<file path="src/rtl/hex_display_ctrl_if.sv">
// Control and display bus of the hex display controller.
interface hex_display_ctrl_if #(
  parameter int unsigned DIGITS = 4
);

  logic                  Load;
  logic [4*DIGITS-1:0]   Data;
  logic                  CountEn;
  logic                  Up;
  logic                  LzBlank;
  logic                  Blink;
  logic [4*DIGITS-1:0]   Value;
  logic                  Wrap;
  logic [7*DIGITS-1:0]   HEX;

  // Host side: drives controls, observes value and segments.
  modport master (
    output Load, Data, CountEn, Up, LzBlank, Blink,
    input  Value, Wrap, HEX
  );

  // Controller side.
  modport slave (
    input  Load, Data, CountEn, Up, LzBlank, Blink,
    output Value, Wrap, HEX
  );

endinterface

</file>
<file path="src/rtl/hex_display_ctrl.sv">
// Loadable up/down hex counter driving active-low 7-segment digits with
// leading-zero suppression and blinking.
module hex_display_ctrl #(
  parameter int unsigned DIGITS    = 4,
  parameter int unsigned TICK_DIV  = 50_000_000,
  parameter int unsigned BLINK_DIV = 25_000_000
) (
  input logic               Clock,
  input logic               Reset,
  hex_display_ctrl_if.slave bus
);

  localparam int unsigned VW = 4 * DIGITS;
  localparam int unsigned HW = 7 * DIGITS;
  localparam int unsigned PW = $clog2(TICK_DIV);
  localparam int unsigned BW = $clog2(BLINK_DIV);

  localparam logic [PW-1:0] PRE_LAST   = PW'(TICK_DIV - 1);
  localparam logic [BW-1:0] BLINK_LAST = BW'(BLINK_DIV - 1);

  logic [VW-1:0] value_q, value_d;
  logic          wrap_q, wrap_d;
  logic [HW-1:0] hex_q, hex_d;
  logic [PW-1:0] pre_q, pre_d;
  logic [BW-1:0] blink_cnt_q, blink_cnt_d;
  logic          phase_q, phase_d;

  // Hex nibble to active-low gfedcba segments.
  function automatic logic [6:0] seg7(input logic [3:0] nib);
    logic [6:0] s;
    case (nib)
      4'h0: s = 7'b1000000;
      4'h1: s = 7'b1111001;
      4'h2: s = 7'b0100100;
      4'h3: s = 7'b0110000;
      4'h4: s = 7'b0011001;
      4'h5: s = 7'b0010010;
      4'h6: s = 7'b0000010;
      4'h7: s = 7'b1111000;
      4'h8: s = 7'b0000000;
      4'h9: s = 7'b0010000;
      4'hA: s = 7'b0001000;
      4'hB: s = 7'b0000011;
      4'hC: s = 7'b1000110;
      4'hD: s = 7'b0100001;
      4'hE: s = 7'b0000110;
      default: s = 7'b0001110;
    endcase
    return s;
  endfunction

  // Prescaler and value update; Load wins over a coincident tick.
  always_comb begin
    pre_d   = '0;
    value_d = value_q;
    wrap_d  = 1'b0;
    if (bus.Load) begin
      value_d = bus.Data;
    end else if (bus.CountEn) begin
      if (pre_q == PRE_LAST) begin
        if (bus.Up) begin
          value_d = value_q + VW'(1);
          wrap_d  = &value_q;
        end else begin
          value_d = value_q - VW'(1);
          wrap_d  = ~|value_q;
        end
      end else begin
        pre_d = pre_q + PW'(1);
      end
    end
  end

  // Free-running blink divider; phase flips on each wrap.
  always_comb begin
    blink_cnt_d = blink_cnt_q + BW'(1);
    phase_d     = phase_q;
    if (blink_cnt_q == BLINK_LAST) begin
      blink_cnt_d = '0;
      phase_d     = ~phase_q;
    end
  end

  // Segment image: blink blanking, leading-zero suppression (digit 0 always shown).
  always_comb begin
    logic seen;
    logic [3:0] nib;
    seen  = 1'b0;
    nib   = '0;
    hex_d = '1;
    for (int i = DIGITS - 1; i >= 0; i--) begin
      nib = value_q[4*i +: 4];
      if (nib != 4'h0) seen = 1'b1;
      if ((bus.Blink && phase_q) || (bus.LzBlank && !seen && i != 0))
        hex_d[7*i +: 7] = 7'b1111111;
      else
        hex_d[7*i +: 7] = seg7(nib);
    end
  end

  // State and output registers.
  always_ff @(posedge Clock or posedge Reset) begin
    if (Reset) begin
      value_q     <= '0;
      wrap_q      <= 1'b0;
      hex_q       <= '1;
      pre_q       <= '0;
      blink_cnt_q <= '0;
      phase_q     <= 1'b0;
    end else begin
      value_q     <= value_d;
      wrap_q      <= wrap_d;
      hex_q       <= hex_d;
      pre_q       <= pre_d;
      blink_cnt_q <= blink_cnt_d;
      phase_q     <= phase_d;
    end
  end

  assign bus.Value = value_q;
  assign bus.Wrap  = wrap_q;
  assign bus.HEX   = hex_q;

endmodule

</file>
<file path="src/flat_wrapper.sv">
// flat-port wrapper written by rule: the top's interface ports become plain ports
module hex_display_ctrl_flat 
#(
  parameter int unsigned DIGITS    = 4,
  parameter int unsigned TICK_DIV  = 50_000_000,
  parameter int unsigned BLINK_DIV = 25_000_000
)
  (Clock, Reset, bus_Load, bus_Data, bus_CountEn, bus_Up, bus_LzBlank, bus_Blink, bus_Value, bus_Wrap, bus_HEX);
  hex_display_ctrl_if #(.DIGITS(DIGITS)) bus_i ();
  input logic Clock;
  input logic Reset;
  input wire logic [$bits(bus_i.Load)-1:0] bus_Load;
  input wire logic [$bits(bus_i.Data)-1:0] bus_Data;
  input wire logic [$bits(bus_i.CountEn)-1:0] bus_CountEn;
  input wire logic [$bits(bus_i.Up)-1:0] bus_Up;
  input wire logic [$bits(bus_i.LzBlank)-1:0] bus_LzBlank;
  input wire logic [$bits(bus_i.Blink)-1:0] bus_Blink;
  output wire logic [$bits(bus_i.Value)-1:0] bus_Value;
  output wire logic [$bits(bus_i.Wrap)-1:0] bus_Wrap;
  output wire logic [$bits(bus_i.HEX)-1:0] bus_HEX;
  assign bus_i.Load = bus_Load;
  assign bus_i.Data = bus_Data;
  assign bus_i.CountEn = bus_CountEn;
  assign bus_i.Up = bus_Up;
  assign bus_i.LzBlank = bus_LzBlank;
  assign bus_i.Blink = bus_Blink;
  assign bus_Value = bus_i.Value;
  assign bus_Wrap = bus_i.Wrap;
  assign bus_HEX = bus_i.HEX;
  hex_display_ctrl #(.DIGITS(DIGITS), .TICK_DIV(TICK_DIV), .BLINK_DIV(BLINK_DIV)) u_core (.Clock(Clock), .Reset(Reset), .bus(bus_i));
endmodule
</file>
<file path="config.mk">
export PLATFORM = sky130hd
export DESIGN_NAME = hex_display_ctrl_flat
export DESIGN_NICKNAME = d
export VERILOG_FILES = /design/src/rtl/hex_display_ctrl_if.sv /design/src/rtl/hex_display_ctrl.sv /design/src/flat_wrapper.sv
export SDC_FILE = /design/constraint.sdc
export NUM_CORES = 1
export LEC_CHECK = 0
export BUFFER_PORTS_ARGS = -buffer_cell sky130_fd_sc_hd__buf_4
export CAP_MARGIN = 25
export CORE_MARGIN = 2
export CORE_UTILIZATION = 40
export CTS_CLUSTER_SIZE = 40
export DETAILED_ROUTE_END_ITERATION = 10
export PLACE_DENSITY = 0.56
export SLEW_MARGIN = 10
export SYNTH_ARGS = -nofsm -noshare
export SYNTH_HDL_FRONTEND = slang
export SYNTH_SLANG_ARGS = --single-unit
</file>
<file path="constraint.sdc">
create_clock -name Clock -period 3.75 [get_ports Clock]
set_input_delay 0.75 -clock Clock [delete_from_list [all_inputs] [get_ports Clock]]
set_output_delay 0.75 -clock Clock [all_outputs]
set_load 0.005 [all_outputs]
</file>
==> results of run 1 <==
==> layout make-up <==
class,count,area [um2],share of cell area
clock inverters,4,51.30,0.007622
repair buffers,68,523.0,0.07771
multi-input cells,465,3115,0.4629
inverters,25,96.34,0.01431
clock buffers,12,256.5,0.03811
well taps,180,225.2,0.03346
flip-flops and latches,97,2462,0.3659
==> cells in the final DEF, fill, tap and decap left out, types with 23 or more instances in the layout <==
| cell type | count |
|---|---|
| sky130_fd_sc_hd__buf_4 | 67 |
| sky130_fd_sc_hd__dfrtp_1 | 69 |
| sky130_fd_sc_hd__dfstp_2 | 28 |
| sky130_fd_sc_hd__ha_1 | 36 |
| sky130_fd_sc_hd__inv_1 | 23 |
| sky130_fd_sc_hd__nand2_1 | 63 |
| sky130_fd_sc_hd__nand3_1 | 25 |
| sky130_fd_sc_hd__nor2_1 | 61 |
| sky130_fd_sc_hd__o211ai_1 | 26 |
| sky130_fd_sc_hd__o21ai_0 | 26 |
| sky130_fd_sc_hd__xnor2_1 | 29 |
| sky130_fd_sc_hd__xor2_1 | 24 |
==> through the flow <==
stage / cell area, um2 / hold WS, ps
2_1_floorplan: 5778 / 451.1
3_3_place_gp: 6422 / 472.9
3_5_place_dp: 6422 / 474.5
4_1_cts: 6730 / 483.6
5_1_grt: 6730 / 523.0
6_report: 6730 / 479.5
==> worst max-delay path, cell delays in order <==
cell	delay (ps)
sky130_fd_sc_hd__buf_4	140
sky130_fd_sc_hd__inv_1	400
sky130_fd_sc_hd__ha_1	380
sky130_fd_sc_hd__a21oi_1	300
sky130_fd_sc_hd__o211ai_1	240
sky130_fd_sc_hd__a21bo_2	290
sky130_fd_sc_hd__a2111oi_0	410
sky130_fd_sc_hd__a31oi_1	80
sky130_fd_sc_hd__o221ai_1	180
==> sequential cells by signal (all words and copies together), names as in the netlist <==
name	flops
u_core.pre_q	26
u_core.bus.HEX	28
u_core.blink_cnt_q	25
u_core.bus.Wrap	1
u_core.phase_q	1
u_core.bus.Value	16
==> where the power goes <==
group / leakage, uW / internal (uW) / switching, uW / total [uW]
Sequential: 0.00121 / 1140 / 72.9 / 1210
Combinational: 0.00154 / 237 / 246 / 483
Clock: 0.000149 / 554 / 397 / 951
Total: 0.00290 / 1930 / 716 / 2650
==> cells by family after synthesis <==
family | after synthesis
and+or+nand+nor | 235
muxes | 5
DFF | 97
AOI/OAI and AO/OA | 135
xor gates and xnor gates | 53
buffers and inverters | 48
adders and majority gates | 37
==> how the worst min path moves through the flow <==
stage | from | endpoint | slack [ps]
after floorplan | u_core.blink_cnt_q[17]$_DFF_PP0_ | u_core.blink_cnt_q[17]$_DFF_PP0_ | 450
after global placement | u_core.blink_cnt_q[0]$_DFF_PP0_ | u_core.blink_cnt_q[0]$_DFF_PP0_ | 470
after detailed placement | u_core.blink_cnt_q[0]$_DFF_PP0_ | u_core.blink_cnt_q[0]$_DFF_PP0_ | 470
after CTS | u_core.blink_cnt_q[0]$_DFF_PP0_ | u_core.blink_cnt_q[0]$_DFF_PP0_ | 480
after global routing | u_core.blink_cnt_q[17]$_DFF_PP0_ | u_core.blink_cnt_q[17]$_DFF_PP0_ | 520
final | u_core.blink_cnt_q[0]$_DFF_PP0_ | u_core.blink_cnt_q[0]$_DFF_PP0_ | 480
==> routing by layer <==
metal  global-route usage  vias to the layer above
met2               0.2920                       68
met3              0.04762                       15
met5                    0                        -
li1                     -                     2289
met4              0.04986                        0
met1               0.2492                     2216
==> cell usage after synthesis (2+ instances only) <==
master / instances / area (um2)
sky130_fd_sc_hd__xnor2_1: 29 / 254.0
sky130_fd_sc_hd__a211oi_1: 5 / 37.54
sky130_fd_sc_hd__nor4_1: 6 / 37.54
sky130_fd_sc_hd__a21boi_0: 2 / 15.01
sky130_fd_sc_hd__nand3_1: 25 / 125.1
sky130_fd_sc_hd__buf_6: 2 / 22.52
sky130_fd_sc_hd__a21o_1: 8 / 60.06
sky130_fd_sc_hd__nand2_1: 63 / 236.5
sky130_fd_sc_hd__or2_2: 5 / 31.28
sky130_fd_sc_hd__inv_1: 24 / 90.09
sky130_fd_sc_hd__clkbuf_1: 16 / 60.06
sky130_fd_sc_hd__ha_1: 36 / 450.4
sky130_fd_sc_hd__nand3b_1: 3 / 22.52
sky130_fd_sc_hd__and4_1: 4 / 35.03
sky130_fd_sc_hd__or3_1: 2 / 12.51
sky130_fd_sc_hd__o311ai_0: 9 / 78.83
sky130_fd_sc_hd__a31oi_1: 5 / 31.28
sky130_fd_sc_hd__and3_1: 7 / 43.79
sky130_fd_sc_hd__a41oi_1: 2 / 17.52
sky130_fd_sc_hd__o311ai_1: 2 / 17.52
sky130_fd_sc_hd__buf_2: 4 / 20.02
sky130_fd_sc_hd__dfstp_2: 28 / 735.7
sky130_fd_sc_hd__nor2b_1: 7 / 43.79
sky130_fd_sc_hd__a22oi_1: 3 / 22.52
sky130_fd_sc_hd__nand2b_1: 8 / 50.05
sky130_fd_sc_hd__a221o_1: 2 / 20.02
sky130_fd_sc_hd__nand4_1: 13 / 81.33
sky130_fd_sc_hd__xor2_1: 24 / 210.2
sky130_fd_sc_hd__o21ai_0: 26 / 130.1
sky130_fd_sc_hd__nor2_1: 61 / 229.0
sky130_fd_sc_hd__o21a_1: 10 / 75.07
sky130_fd_sc_hd__nor3_1: 11 / 55.05
sky130_fd_sc_hd__and2_1: 7 / 43.79
sky130_fd_sc_hd__nor3b_1: 2 / 15.01
sky130_fd_sc_hd__mux2i_1: 3 / 30.03
sky130_fd_sc_hd__and3_2: 2 / 15.01
sky130_fd_sc_hd__dfrtp_1: 69 / 1727
sky130_fd_sc_hd__a21oi_1: 20 / 100.1
sky130_fd_sc_hd__o211ai_1: 26 / 195.2
==> results by group, run 1 <==
STA
  – Relative max-transition margin: 0.3293
  – Final clock period utilization by the worst path: 0.7793
  – Final-report hold violation count: 0
  – Worst path setup slack after routing: 827.8 ps
  – Unrepaired setup endpoints after global routing: false
  – Upper clock frequency limit: 342.2 MHz
  – Transition time at the pin with the least slew margin: 996.9 ps
  – Setup violations, final: 0
  – Shortest period the worst path allows: 2922 ps
  – Clock skew after layout: 8.019 ps
  – Final max-slew violation count: 0
  – Total Neg Setup Slack: 0 ps

Setup path
  – Data required time of the worst path: 4010 ps
  – Startpoint type of the worst setup path: input pin
  – Worst Setup SP: bus_Up
  – Biggest fanout along the worst timing path: 15
  – Data arrival time at the worst-slack endpoint: 3190 ps
  – Launching point of the worst reg2reg path: u_core.bus.Value[0]$_DFFE_PP0P_
  – Start-to-end type of the worst setup path: in2reg
  – Critical path endpoint: u_core.bus.Value[13]$_DFFE_PP0P_
  – Flop-to-flop setup slack: 910 ps
  – Critical path endpoint category: register
  – R2R cell count: 8
  – RR Endpoint: u_core.bus.Value[10]$_DFFE_PP0P_

Logic synthesis
  – Cells after Synth: 610
  – Mux cell area share after synthesis: 0.01104
  – Number of distinct library cells after synthesis: 68
  – Synthesized area: 0.005778 mm2
  – Seq cells post-synth: 97
  – Yosys synthesis warning count: 0
  – Parity-gate share of the synthesized area counting xor and xnor cells: 0.08034
  – Synth Flop Type: sky130_fd_sc_hd__dfrtp_1
  – Net count after synthesis: 670
  – Post-synth EDFFs: 0
  – Share of synthesized cell area in full adder, half adder and majority cells: 0.08142
  – Post-synthesis area per instance: 9.472 um2
  – Dominant combinational cell family by area after synthesis: simple AND/OR/NAND/NOR gates
  – Complex-gate fraction of the synthesized area: 0.1618
  – Simple-Gate Fraction of Synth Area: 0.2046
  – Portion of the post-synthesis area used by sequential elements: 0.4262
  – Async set-reset flop share out of synthesis: 1.000

Clock tree
  – Largest buffer count on any clock path: 2
  – Cts bufs inserted: 9
  – Post-CTS Setup Inserts: 0
  – TritonCTS clock tree: yes
  – Sink Count: 97
  – Hold-fix buffers, CTS: 0
  – CTS HTree Levels: 3
  – Clock input transition at the sequential cells of the worst setup and hold paths: 60 ps
  – Source-to-sink clock delay at the later pin of the worst-skew pair: 350 ps
  – Root buffer selected by CTS: sky130_fd_sc_hd__clkbuf_16
  – Resize count post-CTS: 0

Cells and area
  – Fraction of layout instances using a drive strength above 1: 0.1952
  – Fill cells: 1345
  – Area Overhead vs Synth: 16.48%
  – Post-Route Utilization: 0.4811
  – Final instance count without filler cells: 851
  – Total inserted antenna cells: 0
  – Number of nets at the end of the flow: 726

Place
  – Worst slack at placement: 484.9 ps
  – Half-perimeter wire length after detailed placement: 9630 um
  – Cell total after placement: 835
  – Port buffer count: 67
  – Final weighted congestion of routability-driven global placement: 0.8737

GRT
  – Initial antenna violation count: 0
  – Via count of the first global-routing pass: 4447
  – Pin count of the biggest net entering global routing: 98
  – Total GRT Usage: 0.1840
  – First-pass GRT wire length: 22140 um
  – Total gr overflow: 0

Worst hold path
  – Class of the most critical hold timing path: reg2reg
  – Min-Delay Path Depth: 1

Floorplan
  – Horiz. Die Dim: 124.2 um
  – Number of placed I/O pins: 68
  – Die Area: 0.01542 mm2
  – Placeable Area: 0.01399 mm2
  – Height of the die: 124.2 um
  – Effective utilization at floorplan: 0.4131
  – Number of core rows: 43

Power and ir drop
  – Leakage power total: 0.002897 uW
  – Worst-case vdd ir drop: 0.2598 mV
  – Post-route total power: 2647 uW
  – Power density relative to cell area: 393.4 mW/mm2

Routing
  – Count of vias placed by the detailed router: 4588
  – Antenna-violating nets left: 0
  – Initial drt markers: 214
  – Number of iterations in the first detailed-routing pass: 4
  – Detailed-routed wire length on met2: 6272 um
  – Average routed wire per standard cell: 15.71 um
  – Number of design rule violations left after detail routing: 0
  – Wire length the detailed router placed on met1: 6419 um
  – Routed WL: 13370 um
  – Via density: 5.391
  – Wire length on met3: 488 um
  – Top layer used by detailed routing: met4

Run status
  – Status: finished clean

Run
  – Count of maximum capacitance violations: 0
No activity file was read; power rests on OpenSTA's default activity.
==> run 2: changes to the inputs <==
--- a/config.mk
+++ b/config.mk
@@ -5,13 +5,14 @@
 export SDC_FILE = /design/constraint.sdc
 export NUM_CORES = 1
 export LEC_CHECK = 0
+export ABC_AREA = 1
 export BUFFER_PORTS_ARGS = -buffer_cell sky130_fd_sc_hd__buf_4
 export CAP_MARGIN = 25
 export CORE_MARGIN = 2
 export CORE_UTILIZATION = 40
 export CTS_CLUSTER_SIZE = 40
 export DETAILED_ROUTE_END_ITERATION = 10
-export PLACE_DENSITY = 0.56
+export PLACE_DENSITY = 0.58
 export SLEW_MARGIN = 10
 export SYNTH_ARGS = -nofsm -noshare
 export SYNTH_HDL_FRONTEND = slang
==> constraint.sdc (replaced) <==
create_clock -name Clock -period 2.5 [get_ports Clock]
set_input_delay 0.5 -clock Clock [delete_from_list [all_inputs] [get_ports Clock]]
set_output_delay 0.5 -clock Clock [all_outputs]
set_load 0.005 [all_outputs]
==> run 2 against run 1 <==
Net effect:
- final area grew 17%
- synthesized cell count increased by 55%
- clock power increased by 50%
- register-to-register slack got worse by 410 ps
- final cell count is 47% higher
- flip-flop and latch count stayed put
- critical endpoint is now u_core.bus.Value[9]$_DFFE_PP0P_
==> results by group, run 2 <==
Run status
  – Status: finished clean

Routing
  – Count of vias placed by the detailed router: 6183 (+35%)
  – Average routed wire per standard cell: 14.22 um (-9.5%)
  – Number of iterations in the first detailed-routing pass: 5 (+1)
  – Antenna-violating nets left: 0 (unchanged)
  – Initial drt markers: 368 (+72%)
  – Routed WL: 17760 um (+33%)
  – Number of design rule violations left after detail routing: 0 (unchanged)
  – Via density: 4.950 (-8.2%)

Clock tree
  – CTS HTree Levels: 3 (unchanged)
  – Hold-fix buffers, CTS: 0 (unchanged)
  – Sink Count: 97 (unchanged)
  – TritonCTS clock tree: yes
  – Post-CTS Setup Inserts: 0 (unchanged)
  – Clock input transition at the sequential cells of the worst setup and hold paths: 70 ps (about the same)
  – Source-to-sink clock delay at the later pin of the worst-skew pair: 340 ps (about the same)
  – Largest buffer count on any clock path: 2 (unchanged)
  – Resize count post-CTS: 0 (unchanged)
  – Root buffer selected by CTS: sky130_fd_sc_hd__clkbuf_16
  – Cts bufs inserted: 9 (unchanged)

STA
  – Transition time at the pin with the least slew margin: 548.8 ps (-448.1 ps)
  – Clock skew after layout: 7.685 ps (-0.3345 ps)
  – Final clock period utilization by the worst path: 0.8097
  – Upper clock frequency limit: 494.0 MHz
  – Unrepaired setup endpoints after global routing: false
  – Final-report hold violation count: 0 (unchanged)
  – Total Neg Setup Slack: 0 ps (unchanged)
  – Relative max-transition margin: 0.6337 (+0.3045)
  – Shortest period the worst path allows: 2024 ps
  – Final max-slew violation count: 0 (unchanged)
  – Setup violations, final: 0 (unchanged)

Setup path
  – Critical path endpoint category: register
  – Delay of the slowest cell on the worst path: 410 ps (about the same)
  – Startpoint type of the worst setup path: input pin
  – Cell-by-cell listing of the critical path: buf_4 > inv_1 > ha_1 > nand2_1 > a21oi_1 > o21ai_0 > nand3_1 > nand2_1 > nand2_1 > nand2_1 > nand2_1
  – Start-to-end type of the worst setup path: in2reg
  – Data arrival time at the worst-slack endpoint: 2260 ps (-930 ps)
  – Data required time of the worst path: 2740 ps (-1270 ps)
  – R2R cell count: 11 (+3)
  – Cell with the largest stage delay on the worst path: sky130_fd_sc_hd__inv_1
  – Cell repeated most along the worst path: sky130_fd_sc_hd__nand2_1
  – Biggest fanout along the worst timing path: 15 (unchanged)

Cells and area
  – Fill cells: 1705 (+27%)
  – Total inserted antenna cells: 0 (unchanged)
  – Most common cell after layout, fill and taps aside: sky130_fd_sc_hd__nand2_1
  – Flip-flop count of the largest register after layout: 28 (unchanged)
  – Final cell area excluding filler cells: 0.007861 mm2 (+17%)
  – Area Overhead vs Synth: 16.27%
  – Number of nets at the end of the flow: 1084 (+49%)
  – Area used by sequential logic in the layout: 0.002462 mm2 (unchanged)
  – Most used cells in the layout excluding fill and tap cells: sky130_fd_sc_hd__nand2_1 (266), sky130_fd_sc_hd__nor2_1 (124), sky130_fd_sc_hd__inv_1 (123)
  – Final instance count without filler cells: 1249 (+47%)
  – Total area of multi-input combinational cells: 0.003701 mm2 (+19%)
  – Post-Route Utilization: 0.4757 (-0.005394)
  – Fraction of layout instances using a drive strength above 1: 0.1769 (-0.01836)

Place
  – Placed instance area: 0.007562 mm2 (+18%)
  – Final weighted congestion of routability-driven global placement: 0.9065 (+3.8%)
  – Cell total after placement: 1233 (+48%)
  – Half-perimeter wire length after detailed placement: 13530 um (+40%)
  – Port buffer count: 67 (unchanged)

Logic synthesis
  – Number of distinct library cells after synthesis: 48 (-29%)
  – Portion of the post-synthesis area used by sequential elements: 0.3642 (-0.06198)
  – Synth Flop Type: sky130_fd_sc_hd__dfrtp_1
  – Top cells by area in the synthesized netlist: sky130_fd_sc_hd__dfrtp_1 (26%), sky130_fd_sc_hd__nand2_1 (15%), sky130_fd_sc_hd__dfstp_2 (11%), sky130_fd_sc_hd__inv_1 (6.9%), sky130_fd_sc_hd__nor2_1 (6.9%)
  – Synthesized area: 0.006761 mm2 (+17%)
  – Post-synth EDFFs: 0 (unchanged)
  – Async set-reset flop share out of synthesis: 1.000 (unchanged)
  – Dominant cell by count in the synthesized netlist: sky130_fd_sc_hd__nand2_1
  – Net count after synthesis: 1007 (+50%)
  – Cells after Synth: 947 (+55%)
  – Yosys synthesis warning count: 0 (unchanged)
  – Post-synthesis area per instance: 7.140 um2 (-25%)
  – Portion of synthesized cell area occupied by the leading cell type: 0.2554 (-0.04346)
  – Most frequent cells after synthesis: sky130_fd_sc_hd__nand2_1 (266), sky130_fd_sc_hd__inv_1 (124), sky130_fd_sc_hd__nor2_1 (124)
  – Seq cells post-synth: 97 (unchanged)
  – Top cell type by total area after synthesis: sky130_fd_sc_hd__dfrtp_1

Floorplan
  – Number of core rows: 47 (+9.3%)
  – Placeable Area: 0.01652 mm2 (+18%)
  – Number of placed I/O pins: 68 (unchanged)
  – Horiz. Die Dim: 134.0 um (+7.9%)
  – Die Area: 0.01796 mm2 (+16%)
  – Height of the die: 134.0 um (+7.9%)
  – Effective utilization at floorplan: 0.4092 (-0.003882)

Worst hold path
  – Class of the most critical hold timing path: in2async

Power and ir drop
  – Leakage power total: 0.003841 uW (+33%)
  – Post-route total power: 4764 uW (+80%)
  – Power density relative to cell area: 606.0 mW/mm2 (+54%)
  – Worst-case vdd ir drop: 0.3068 mV (+18%)

GRT
  – First-pass GRT wire length: 29290 um (+32%)
  – Pin count of the biggest net entering global routing: 98 (unchanged)
  – Total gr overflow: 0 (unchanged)
  – Initial antenna violation count: 0 (unchanged)
  – Total GRT Usage: 0.2043 (+0.02032)
  – Via count of the first global-routing pass: 5759 (+30%)

Run
  – Count of maximum capacitance violations: 0 (unchanged)
[run 2: routing by layer]
layer	GRT usage	wire (um)	share of wire
met1	0.3028	8952	0.50
met2	0.3148	7779	0.44
met3	0.02494	787	0.044
met4	0.05673	240	0.014
met5	0	0	0
[run 2: power by group]
| group | internal [uW] | switching, uW |
|---|---|---|
| sequential | 1820 | 131 |
| clock | 805 | 622 |
| combinational | 589 | 794 |
[run 2: critical path, delay by kind of cell]
family,cells,cell delay (ps)
adders and majority gates,1,410
and+or+nand+nor,6,470
AOI/OAI and AO/OA,2,330
buffers and inverters,2,550
[run 2: path summary, 6_finish.rpt]
kind                                                start                          endpoint  slack, ps
worst max-delay path                               bus_Up   u_core.bus.Value[9]$_DFFE_PP0P_        480
worst min-delay path                                Reset         u_core.pre_q[1]$_DFF_PP0_        320
worst max register to register  u_core.pre_q[0]$_DFF_PP0_   u_core.bus.Value[3]$_DFFE_PP0P_        500
worst min register to register  u_core.pre_q[0]$_DFF_PP0_         u_core.pre_q[0]$_DFF_PP0_        460
max in group asynchronous                           Reset      u_core.bus.HEX[16]$_DFF_PP1_       1780
min in group Clock                           bus_Data[12]  u_core.bus.Value[12]$_DFFE_PP0P_        430
[run 2: area by class of cell]
cell class              count  share of cell area
multi-input cells         702              0.4708
flip-flops and latches     97              0.3132
repair buffers             80             0.07799
inverters                 134             0.06494
well taps                 220             0.03502
clock buffers              12             0.03135
clock inverters             4            0.006685
[run 2: cells by family after synthesis]
family / count (synthesis) / share of synthesized area
flip-flops: 97 / 0.3642
adder cells (fa/ha/maj): 37 / 0.06958
XOR/XNOR: 26 / 0.03368
AND/OR/NAND/NOR: 551 / 0.3655
AO/OA/AOI/OAI: 88 / 0.07865
buffers and inverters: 148 / 0.08845
[run 2: metrics by stage]
stage          hold WS [ps]  setup slack, ps
4_1_cts               344.9            476.9
3_5_place_dp          459.7            123.2
6_report              321.7            475.9
3_3_place_gp          456.3            200.1
2_1_floorplan         429.7            577.7
5_1_grt               373.1            256.5
==> run 3: changes to the inputs <==
--- a/config.mk
+++ b/config.mk
@@ -12,7 +12,7 @@
 export CORE_UTILIZATION = 40
 export CTS_CLUSTER_SIZE = 40
 export DETAILED_ROUTE_END_ITERATION = 10
-export PLACE_DENSITY = 0.58
+export PLACE_DENSITY = 0.56
 export SLEW_MARGIN = 10
 export SYNTH_ARGS = -nofsm -noshare
 export SYNTH_HDL_FRONTEND = slang
==> constraint.sdc (replaced) <==
create_clock -name Clock -period 1.9 [get_ports Clock]
set_input_delay 0.38 -clock Clock [delete_from_list [all_inputs] [get_ports Clock]]
set_output_delay 0.38 -clock Clock [all_outputs]
set_load 0.005 [all_outputs]
==> run 3 against run 2 <==
Net effect:
- flip-flop and latch count unchanged
- hold slack worse by 270 ps
- clock skew grew 1.7 ps
- critical endpoint unchanged
- largest power group unchanged
==> results by group, run 3 (synthesized netlist as in run 2, its figures left out) <==
GRT
  – Total gr overflow: 0 (unchanged)
  – Via count of the first global-routing pass: 6002 (+4.2%)
  – Total GRT Usage: 0.2021 (-0.002191)
  – Pin count of the biggest net entering global routing: 39 (-60%)
  – Initial antenna violation count: 0 (unchanged)
  – First-pass GRT wire length: 29170 um (-0.42%)

Power and ir drop
  – Power density relative to cell area: 761.3 mW/mm2 (+26%)
  – Worst-case vdd ir drop: 0.4443 mV (+45%)
  – Leakage power total: 0.004081 uW (+6.3%)

Cells and area
  – Area Overhead vs Synth: 22.83%
  – Flip-flop count of the largest register after layout: 28 (unchanged)
  – Final cell area excluding filler cells: 0.008305 mm2 (+5.7%)
  – Most used cells in the layout excluding fill and tap cells: sky130_fd_sc_hd__nand2_1 (263), sky130_fd_sc_hd__nor2_1 (123), sky130_fd_sc_hd__inv_1 (121)
  – Fraction of layout instances using a drive strength above 1: 0.2194 (+0.04255)
  – Number of nets at the end of the flow: 1126 (+3.9%)
  – Total inserted antenna cells: 0 (unchanged)
  – Most common cell after layout, fill and taps aside: sky130_fd_sc_hd__nand2_1

Floorplan
  – Effective utilization at floorplan: 0.4092 (unchanged)
  – Die Area: 0.01796 mm2 (unchanged)
  – Placeable Area: 0.01652 mm2 (unchanged)
  – Number of core rows: 47 (unchanged)
  – Height of the die: 134.0 um (unchanged)
  – Number of placed I/O pins: 68 (unchanged)
  – Horiz. Die Dim: 134.0 um (unchanged)

Run status
  – Status: finished clean

Routing
  – Wire length the detailed router placed on met1: 8502 um (-5.0%)
  – Detailed-routed wire length on met2: 8367 um (+7.6%)
  – Via density: 4.909 (-0.84%)
  – Top layer used by detailed routing: met4
  – Wire length on met3: 566 um (-28%)
  – Number of design rule violations left after detail routing: 0 (unchanged)
  – Number of iterations in the first detailed-routing pass: 6 (+1)
  – Routed WL: 17750 um (about the same)
  – Count of vias placed by the detailed router: 6337 (+2.5%)
  – Initial drt markers: 378 (+2.7%)
  – Antenna-violating nets left: 0 (unchanged)
  – Average routed wire per standard cell: 13.75 um (-3.3%)

Place
  – Worst slack at placement: -245.9 ps (-369.1 ps)
  – Final weighted congestion of routability-driven global placement: 0.8985 (-0.88%)
  – Half-perimeter wire length after detailed placement: 13880 um (+2.6%)
  – Port buffer count: 67 (unchanged)
  – Placed instance area: 0.007883 mm2 (+4.2%)

Clock tree
  – Hold-fix buffers, CTS: 0 (unchanged)
  – Largest buffer count on any clock path: 2 (unchanged)
  – Source-to-sink clock delay at the later pin of the worst-skew pair: 350 ps (about the same)
  – Cts bufs inserted: 9 (unchanged)
  – TritonCTS clock tree: yes
  – Sink Count: 97 (unchanged)
  – Clock input transition at the sequential cells of the worst setup and hold paths: 70 ps (about the same)
  – CTS HTree Levels: 3 (unchanged)
  – Root buffer selected by CTS: sky130_fd_sc_hd__clkbuf_16

STA
  – Relative max-transition margin: 0.6683 (+0.03454)
  – Shortest period the worst path allows: 1807 ps
  – Final max-slew violation count: 0 (unchanged)
  – Upper clock frequency limit: 553.5 MHz
  – Clock skew after layout: 9.429 ps (+1.744 ps)
  – Final clock period utilization by the worst path: 0.9509
  – Worst path setup slack after routing: 93.26 ps (-382.6 ps)
  – Final-report hold violation count: 0 (unchanged)
  – Transition time at the pin with the least slew margin: 496.5 ps (-52.25 ps)
  – Setup violations, final: 0 (unchanged)

Setup path
  – Critical path endpoint category: register
  – Biggest fanout along the worst timing path: 5 (-10)
  – Startpoint type of the worst setup path: register
  – Start-to-end type of the worst setup path: reg2reg
  – Data arrival time at the worst-slack endpoint: 2050 ps (-210 ps)
  – Data required time of the worst path: 2140 ps (-600 ps)

Run
  – Count of maximum capacitance violations: 0 (unchanged)

Worst hold path
  – Class of the most critical hold timing path: in2async
==> run 3: cell types whose count changed in the layout (fill, tap and decap cells not counted), moves of 2 or more <==
cell	before	now
sky130_fd_sc_hd__buf_4	79	115
sky130_fd_sc_hd__buf_12	1	5
sky130_fd_sc_hd__nand2_1	266	263
sky130_fd_sc_hd__a21oi_2	7	5
sky130_fd_sc_hd__a21oi_4	0	2
sky130_fd_sc_hd__inv_1	123	121
sky130_fd_sc_hd__nand2_2	6	8
==> run 3: metal layers <==
| metal | GRT usage | vias to the layer above |
|---|---|---|
| li1 | - | 3253 |
| met1 | 0.2743 | 2935 |
| met2 | 0.3370 | 126 |
| met3 | 0.03250 | 23 |
| met4 | 0.05322 | 0 |
| met5 | 0 | - |
==> run 3: final cells by class <==
cell class / instances / area, um2
timing repair buffer: 122 / 999.7
fill: 1674 / 8219
multi-input combinational: 702 / 3770
clock buffer: 12 / 256.5
tap: 220 / 275.3
inverter: 134 / 515.5
sequential: 97 / 2462
clock inverter: 4 / 26.28
==> run 3: power by group <==
part | switching [uW] | total (uW) | internal [uW]
Clock | 818 | 1780 | 961
Sequential | 112 | 2510 | 2400
Combinational | 1110 | 2030 | 918
Total | 2040 | 6320 | 4280
==> run 3: metrics by stage <==
step / hold slack, ps / setup TNS [ps] / power (uW) / utilization / std cells
2_1_floorplan: 429.7 / 0 / 3630 / - / 947
3_3_place_gp: 449.3 / -1694 / 4555 / 0.4770 / 1269
3_5_place_dp: 451.5 / -1980 / 4559 / 0.4770 / 1269
4_1_cts: 66.13 / 0 / 6364 / 0.4941 / 1285
5_1_grt: 84.75 / -12.69 / 6750 / 0.5026 / 1291
6_report: 53.67 / 0 / 6323 / 0.5026 / 1291
==> run 3: final timing paths <==
kind / cells after the start / startpoint / end / slack (ps)
max: 12 / u_core.pre_q[0]$_DFF_PP0_ / u_core.bus.Value[9]$_DFFE_PP0P_ / 90
min: 2 / Reset / u_core.pre_q[0]$_DFF_PP0_ / 50
max reg2reg: 12 / u_core.pre_q[0]$_DFF_PP0_ / u_core.bus.Value[9]$_DFFE_PP0P_ / 90
min reg2reg: 1 / u_core.phase_q$_DFFE_PP0N_ / u_core.phase_q$_DFFE_PP0N_ / 470
max in group asynchronous: 3 / Reset / u_core.bus.HEX[15]$_DFF_PP1_ / 1230
min in group Clock: 3 / bus_Data[5] / u_core.bus.Value[5]$_DFFE_PP0P_ / 300
==> run 3: what timing repair did <==
action / 4_1_cts / 5_1_grt
gates resized for setup: 0 / 18
buffers inserted: 0 / 5
endpoints found under the setup margin: 0 / 12
==> run 3: critical path: stages, from the launching register on <==
cell and delay [ps]:
sky130_fd_sc_hd__dfrtp_1 410, sky130_fd_sc_hd__ha_4 160, sky130_fd_sc_hd__nand2_2 70, sky130_fd_sc_hd__nor2_4 150, sky130_fd_sc_hd__buf_6 120, sky130_fd_sc_hd__nand2_1 50
sky130_fd_sc_hd__nor2_1 90, sky130_fd_sc_hd__nand2_1 100, sky130_fd_sc_hd__nand2_2 90, sky130_fd_sc_hd__nand2_4 100, sky130_fd_sc_hd__buf_12 160, sky130_fd_sc_hd__a21oi_4 120
sky130_fd_sc_hd__nand2_1 60
